`src/rtl/mole_anim_pkg.sv`:
```
// Shared types and default constants for the per-hole mole animation engine.
package mole_anim_pkg;

    typedef enum logic [2:0] {
        IDLE = 3'd0,
        RISE = 3'd1,
        HOLD = 3'd2,
        FALL = 3'd3,
        HITR = 3'd4,
        COOL = 3'd5
    } mole_state_t;

    localparam logic [3:0] NO_HOLE      = 4'hf;
    localparam int         DEF_N_FRAMES = 16;
    localparam int         DEF_TICK_DIV = 3125000;
    localparam int         DEF_HIT_STEP = 2;

endpackage

```
`src/rtl/mole_anim_channel.sv`:
```
// One hole: state machine plus frame register, advanced on the shared animation tick.
module mole_anim_channel
    import mole_anim_pkg::*;
#(
    parameter int FRAME_W  = 5,
    parameter int N_FRAMES = DEF_N_FRAMES,
    parameter int HIT_STEP = DEF_HIT_STEP
) (
    input  logic               i_clk,
    input  logic               i_rst,
    input  logic               i_tick,
    input  logic               i_map,
    input  logic               i_hit,
    output logic [FRAME_W-1:0] o_frame,
    output logic               o_up,
    output logic               o_busy
);

    localparam logic [FRAME_W-1:0] TOP  = FRAME_W'(N_FRAMES);
    localparam logic [FRAME_W-1:0] STEP = FRAME_W'(HIT_STEP);
    localparam logic [FRAME_W-1:0] ONE  = FRAME_W'(1);

    mole_state_t        r_state, w_state_next;
    logic [FRAME_W-1:0] r_frame, w_frame_next;
    logic [FRAME_W-1:0] w_up1, w_dn1, w_dnh;

    assign w_up1 = r_frame + ONE;
    assign w_dn1 = r_frame - ONE;
    assign w_dnh = (r_frame > STEP) ? (r_frame - STEP) : '0;

    always_comb begin
        w_state_next = r_state;
        w_frame_next = r_frame;
        // A whack preempts any tick-driven move on the same cycle.
        if (i_hit && (r_state == RISE || r_state == HOLD)) begin
            w_state_next = HITR;
        end else if (i_tick) begin
            case (r_state)
                IDLE: begin
                    if (i_map) begin
                        w_state_next = RISE;
                        w_frame_next = ONE;
                    end
                end
                RISE, FALL: begin
                    // Direction follows map; landing on an end stop settles the state.
                    if (i_map) begin
                        w_frame_next = w_up1;
                        w_state_next = (w_up1 == TOP) ? HOLD : RISE;
                    end else begin
                        w_frame_next = w_dn1;
                        w_state_next = (w_dn1 == '0) ? IDLE : FALL;
                    end
                end
                HOLD: begin
                    if (!i_map) begin
                        w_state_next = FALL;
                        w_frame_next = TOP - ONE;
                    end
                end
                HITR: begin
                    w_frame_next = w_dnh;
                    if (w_dnh == '0) w_state_next = i_map ? COOL : IDLE;
                end
                COOL: begin
                    if (!i_map) w_state_next = IDLE;
                end
                default: begin
                    w_state_next = IDLE;
                    w_frame_next = '0;
                end
            endcase
        end
    end

    always_ff @(posedge i_clk) begin
        if (!i_rst) begin
            r_state <= IDLE;
            r_frame <= '0;
        end else begin
            r_state <= w_state_next;
            r_frame <= w_frame_next;
        end
    end

    assign o_frame = r_frame;
    assign o_up    = (r_state == HOLD);
    assign o_busy  = (r_state != IDLE);

endmodule

```
`src/rtl/mole_anim_engine.sv`:
```
// Per-hole mole animation: shared tick prescaler, N_HOLES channels, packed outputs and
// the pixel-path frame lookup.
module mole_anim_engine
    import mole_anim_pkg::*;
#(
    parameter int N_HOLES  = 9,
    parameter int FRAME_W  = 5,
    parameter int N_FRAMES = DEF_N_FRAMES,
    parameter int TICK_DIV = DEF_TICK_DIV,
    parameter int HIT_STEP = DEF_HIT_STEP
) (
    input  logic                       i_clk,
    input  logic                       i_rst,
    input  logic [N_HOLES-1:0]         i_map,
    input  logic [N_HOLES-1:0]         i_hit,
    input  logic [3:0]                 i_sel_hole,
    output logic [FRAME_W-1:0]         o_sel_frame,
    output logic [N_HOLES*FRAME_W-1:0] o_frames,
    output logic [N_HOLES-1:0]         o_state_up,
    output logic                       o_anim_busy
);

    localparam int                CNT_W    = (TICK_DIV > 1) ? $clog2(TICK_DIV) : 1;
    localparam logic [CNT_W-1:0]  CNT_LAST = CNT_W'(TICK_DIV - 1);

    logic [CNT_W-1:0]   r_cnt;
    logic               w_tick;
    logic [FRAME_W-1:0] w_frame [N_HOLES];
    logic [N_HOLES-1:0] w_busy;
    logic [FRAME_W-1:0] w_sel_frame;

    assign w_tick = (r_cnt == CNT_LAST);

    always_ff @(posedge i_clk) begin
        if (!i_rst) r_cnt <= '0;
        else        r_cnt <= w_tick ? '0 : r_cnt + CNT_W'(1);
    end

    genvar gi;
    generate
        for (gi = 0; gi < N_HOLES; gi++) begin : g_ch
            mole_anim_channel #(
                .FRAME_W  (FRAME_W),
                .N_FRAMES (N_FRAMES),
                .HIT_STEP (HIT_STEP)
            ) u_ch (
                .i_clk   (i_clk),
                .i_rst   (i_rst),
                .i_tick  (w_tick),
                .i_map   (i_map[gi]),
                .i_hit   (i_hit[gi]),
                .o_frame (w_frame[gi]),
                .o_up    (o_state_up[gi]),
                .o_busy  (w_busy[gi])
            );
            assign o_frames[gi*FRAME_W +: FRAME_W] = w_frame[gi];
        end
    endgenerate

    // Indices at or above N_HOLES (including the reserved "none" code) read as frame 0.
    always_comb begin
        w_sel_frame = '0;
        for (int i = 0; i < N_HOLES; i++) begin
            if (i_sel_hole != NO_HOLE && i_sel_hole == 4'(i)) w_sel_frame = w_frame[i];
        end
    end

    assign o_sel_frame = w_sel_frame;
    assign o_anim_busy = |w_busy;

endmodule

```
`config.mk`:
```
export PLATFORM = sky130hd
export DESIGN_NAME = mole_anim_engine
export DESIGN_NICKNAME = d
export VERILOG_FILES = /design/src/rtl/mole_anim_pkg.sv /design/src/rtl/mole_anim_channel.sv /design/src/rtl/mole_anim_engine.sv
export SDC_FILE = /design/constraint.sdc
export NUM_CORES = 1
export LEC_CHECK = 0
export BUFFER_PORTS_ARGS = -buffer_cell sky130_fd_sc_hd__buf_2
export CORE_ASPECT_RATIO = 1.25
export CORE_MARGIN = 2
export CORE_UTILIZATION = 56
export CTS_CLUSTER_DIAMETER = 30
export DETAILED_ROUTE_END_ITERATION = 10
export GPL_ROUTABILITY_DRIVEN = 0
export PLACE_DENSITY = 0.76
export RECOVER_POWER = 50
export SYNTH_ARGS = -nofsm -noshare
export SYNTH_HDL_FRONTEND = slang
export SYNTH_SLANG_ARGS = --single-unit
```
`constraint.sdc`:
```
create_clock -name i_clk -period 2.8 [get_ports i_clk]
set_input_delay 0 -clock i_clk [delete_from_list [all_inputs] [get_ports i_clk]]
set_output_delay 0 -clock i_clk [all_outputs]
set_load 0.01 [all_outputs]
```
# == Yosys cells after proc, flatten, opt, wreduce, memory -nomap -nowiden ==
# Cells that the tools add are included.
# totals
reg_bits,94
inputBits,24
output_inout_bits,60
word_cells,493
# op_classes
addsub,28
magnitude_cmp,9
eq_ne,136
mux,153
bitwise,19
n_reduce_logical,120
# op_table
op,count
$mux 5,45
$pmux 5 s5,9
$mux 3,72
$pmux 3 s5,9
$reduce_and 5->1,27
$logic_not 5->1,18
$eq 3x2->1 const B,18
$eq 3x3->1 const B,18
$ne 2x2->1 const B,27
$ne 3x2->1 const B,18
$add 5x1->5 const B,9
$eq 5x5->1 const B,9
$gt 5x2->1 const B,9
$sub 5x1->5 const B,9
$sub 5x2->5 const B,9
$reduce_or 2->1,19
$mux 2,18
$eq 3x1->1 const B,9
$logic_not 3->1,9
$ne 3x1->1 const B,9
$ne 3x3->1 const B,9
$reduce_bool 3->1,9
$add 22x1->22 const B,1
$eq 22x22->1 const B,1
other kinds (12),75

# == Depth between registers and ports, before layout ==
# depth
ltp_word,11
mapped_depth,9
depth_no_buf,8

# == Hierarchy ==
# From an unflattened synthesis, not the netlist that was laid out.
# hier_totals
hier_cells,1277
hier_area_um2,9883.2
# by_module_without_submodules
module,instances,cells_each,area_per_inst_um2,seq_area_each_um2
mole_anim_channel,9,121,929.6,160.2
mole_anim_engine,1,188,1516.5,440.4

# == Worst setup path after synthesis ==
# OpenSTA, ideal clock, no wires.
# synth_timing
kind,register to register
from,reg r_cnt[4]
to,reg g_ch[2].u_ch.r_state[1]
setup_time_ps,70
t_arrival_ps,2221
required_time_ps,2730
setup_slack_ps,509
path_stages_with_launch,7
path_buffers,0
period_less_slack_ps,2291
cell_sequence,dfxtp_1 > or4b_4 > or3_1 > or2_4 > a2111o_1 > a2111o_1 > a21oi_1
# synth_via
elab_chain_cells,2
# synth_rtl
element,line_no,source
from (decl),mole_anim_engine.sv:26,logic [CNT_W-1:0] r_cnt;
from (signal assigned),mole_anim_engine.sv:36,else r_cnt <= w_tick ? '0 : r_cnt + CNT_W'(1);
$eq 22x22->1,mole_anim_engine.sv:32,assign w_tick = (r_cnt == CNT_LAST);
$reduce_and 5->1 (no source line),--,
to (signal assigned),mole_anim_channel.sv:81,r_state <= w_state_next;
to (decl),mole_anim_channel.sv:23,"mole_state_t r_state, w_state_next;"
# Every way passes these cells.
# A chain may end at the register's enable or synchronous reset.

# == Worst setup path in the final report ==
# Same ends and word-level chain as after synthesis.

==> impl_metrics.yaml <==
timing:
  finalSetupViolCount: 0
  slew_violations: 0
  final_critical_path_setup_slack_ps: 228.9
  tightest_slew_ps: 690.2
  finalClockSkew_ps: 11.48
  unrepaired_setup_endpoints_after_global_routing: "no"
  highest_attainable_clock_frequency_ghz: 0.3889
  timing.final.crit_period_ps: 2571
  period_share_pct: 91.82
  tns_ps: 0
  finalHoldViolations: 0
  timing.slew.headroom_pct: 53.92
route:
  dr_pass1_iterations: 5
  vias: 9562
  via_per_inst: 6.173
  postRouteWirelength_microns: 25750
  drc: 0
  wl_per_cell_microns: 16.62
  drt-initial-drc-count: 753
  antenna_left: 0
logic_synthesis:
  distinct_cells_synth: 73
  synth_area_per_cell_sq_um: 7.335
  synth_top_flop_cell: "dfxtp_1"
  mapped_area_sq_um: 9528
  synth_edf_count: 0
  syn-instance-count: 1299
  synthesis.yosys.warnings: 0
  synth-async-reset-ratio_pct: 0
  postSynthRegisterBits: 94
  ys_seq_area_share_pct: 19.75
  synth_nets: 1396
worst_setup_path:
  max_stage_delay_ps: 570
  r2r-end: "g_ch[2].u_ch.r_state[1]"
  reg2reg_setup_slack_ps: 230
  worst_setup_path_start_kind: "register"
  worst-path-buf-inv: 0
  r2r-start: "r_cnt[4]"
  path_delay_family: "simple AND/OR/NAND/NOR gates"
  critical_path_peak_fanout: 13
  crit_arrival_ps: 2850
  worst-setup-path-type: "register to register"
  crit_top_cell: "a2111o_1"
  critical_path_required_ps: 3080
  ff2ff_path_depth: 6
  slowest_cp_cell: "or4b_1"
  cp_cell_sequence: "or4b_1 -> or3_1 -> or2_4 -> a2111o_1 -> a2111o_1 -> a21oi_1"
  crit_path_end_kind: "register"
clock_network:
  cts_sinks: 94
  cts_repair_resize_count: 0
  clkTransAtPathRegs_ps: 80
  cts_tree: "done"
  post_cts_hold_buffer_count: 3
  tritoncts.num_buffers: 9
  htreeDepth: 3
  postCtsSetupBuffers: 0
  clock_latency_late_sink_ps: 360
  clockBufferDepth: 2
  clockRootBuffer: "clkbuf_16"
status:
  outcome: "finished clean"
grt:
  antenna_violations_before_repair: 2
  grt_max_degree: 43
  global_route.overflow_total: 0
  first_global_vias: 8734
  grt_pass1_wl_microns: 41860
  grt_usage_pct: 28.12
min_path:
  timing.hold.worst_path_depth: 3
  worst_hold_path_type: "input port to register"
  holdPathEnd: "g_ch[0].u_ch.r_state[2]"
  timing.hold.worst.start: "i_hit[0]"
power:
  power_frac_clock_pct: 45.0
  leakage_nw: 3.849
  netSwitchingFraction_pct: 25.30
  sequentialPowerShare_pct: 47.3
  p_per_area_nw_per_um2: 277.2
  switching_power_mw: 0.7177
  ir_worst_vdd_uv: 286.0
  share_comb_of_total_power_pct: 7.7
  internal-power_mw: 2.119
placement:
  detailed_placement_hpwl_microns: 19050
  place.port_buffers: 83
  placement.setup.worst_slack_ps: 306.1
floorplanning:
  die_h_microns: 149.8
  core_sq_um: 16710
  die_area_sq_um: 18080
  die_width_microns: 120.7
  design.portCount: 84
  initial_core_util_pct: 57.02
  standard_cell_rows: 53
final_layout:
  post_route_cells_drive_above_1_share_pct: 6.782
  fillerInstances: 1585
  multi_input_area_sq_um: 7014
  final_core_utilization_pct: 61.24
  seq_area_sq_um: 1882
  design.final.nets: 1419
  layout-area-overhead-vs-synth_pct: 7.407
job:
  maxcap_viol_count: 0
==> state kept, by name, summed over array words and instances, names as in the netlist <==
signal	cells
g_ch.u_ch.o_frame	45
g_ch.u_ch.r_state	27
r_cnt	22
==> placed cells by master (no fill, tap or decap), types with 10 or more instances in the layout <==
| master | count |
|---|---|
| o22ai_1 | 15 |
| o221ai_1 | 11 |
| a211oi_1 | 11 |
| dfxtp_1 | 94 |
| a22oi_1 | 17 |
| nor2_1 | 135 |
| nand3_1 | 51 |
| nand2b_1 | 19 |
| nor2b_1 | 41 |
| mux2i_1 | 30 |
| and2_1 | 12 |
| nor3_1 | 31 |
| nor3b_1 | 21 |
| ha_1 | 73 |
| o21ai_0 | 77 |
| or3_1 | 10 |
| xnor2_1 | 49 |
| clkbuf_1 | 58 |
| xor2_1 | 45 |
| nand2_1 | 91 |
| buf_2 | 44 |
| a21oi_1 | 98 |
| inv_1 | 56 |
| and3_1 | 15 |
| nand4_1 | 15 |
==> through the flow <==
step / power [mW] / std cells / hold slack, ps / cell area, sq um
global route: 2.919 / 1547 / 55.38 / 10230
floorplan: 1.521 / 1299 / 130.0 / 9528
finish: 2.836 / 1549 / 27.90 / 10230
detailed placement: 1.586 / 1528 / 361.4 / 10030
global placement: 1.584 / 1528 / 351.5 / 10030
CTS: 2.843 / 1547 / 18.58 / 10360
==> worst reg2reg max path, cell delays in order (launching register included) <==
cell and delay, ps:
dfxtp_1 360, or4b_1 580, or3_1 350, or2_4 340
a2111o_1 380, a2111o_1 360, a21oi_1 140
==> area by class of cell <==
cell class | instances | share of cell area (%)
Antenna cell | 2 | 0.04891
Clock buffer | 9 | 2.201
Clock inverter | 7 | 0.7825
Inverter | 57 | 2.091
Multi-Input combinational cell | 1047 | 68.54
Sequential cell | 94 | 18.39
Tap cell | 220 | 2.690
Timing Repair Buffer | 113 | 5.257
==> layer usage <==
layer / GRT usage [%] / vias up / wire length [microns]
li1: - / 4724 / -
met1: 35.67 / 4430 / 11100
met2: 47.34 / 343 / 12190
met3: 4.649 / 63 / 1625
met4: 11.45 / 2 / 818
met5: 0 / - / 11
==> worst max-delay path by stage <==
| stage | from | to | slack, ps | cells past startpoint |
|---|---|---|---|---|
| floorplan | r_cnt[4] | g_ch[2].u_ch.r_state[1] | 510 | 6 |
| global placement | r_cnt[4] | g_ch[2].u_ch.r_state[1] | 310 | 6 |
| detailed placement | r_cnt[4] | g_ch[2].u_ch.r_state[1] | 310 | 6 |
| CTS | r_cnt[4] | g_ch[2].u_ch.r_state[1] | 250 | 6 |
| global route | r_cnt[11] | g_ch[2].u_ch.r_state[1] | 150 | 6 |
| finish | r_cnt[4] | g_ch[2].u_ch.r_state[1] | 230 | 6 |
==> cell usage after synthesis, types with 30 or more instances <==
cell type | instances | area [sq um]
nor2_1 | 135 | 506.7
a21oi_1 | 98 | 490.5
dfxtp_1 | 94 | 1882
nand2_1 | 91 | 341.6
clkbuf_1 | 83 | 311.6
o21ai_0 | 77 | 385.4
ha_1 | 73 | 913.4
inv_1 | 56 | 210.2
nand3_1 | 51 | 255.2
xnor2_1 | 49 | 429.2
xor2_1 | 45 | 394.1
nor2b_1 | 41 | 256.5
nor3_1 | 31 | 155.2
mux2i_1 | 30 | 300.3
==> power by group through the flow <==
| stage | combinational [mW] | sequential (mW) | clock [mW] |
|---|---|---|---|
| after floorplan | 0.148 | 1.37 | 0 |
| after global placement | 0.210 | 1.37 | 0 |
| after detailed placement | 0.212 | 1.37 | 0 |
| after CTS | 0.216 | 1.34 | 1.28 |
| after global routing | 0.240 | 1.34 | 1.34 |
| final | 0.218 | 1.34 | 1.28 |
==> cell families after synthesis <==
kind of cell	share of synthesized area [%]
buffers and inverters	6.592
muxes	4.452
adders and majority gates	9.586
and+or+nand+nor	25.91
DFF	19.75
AOI/OAI and AO/OA	25.07
xor gates and xnor gates	8.641
(Power assumes the default switching activity.)
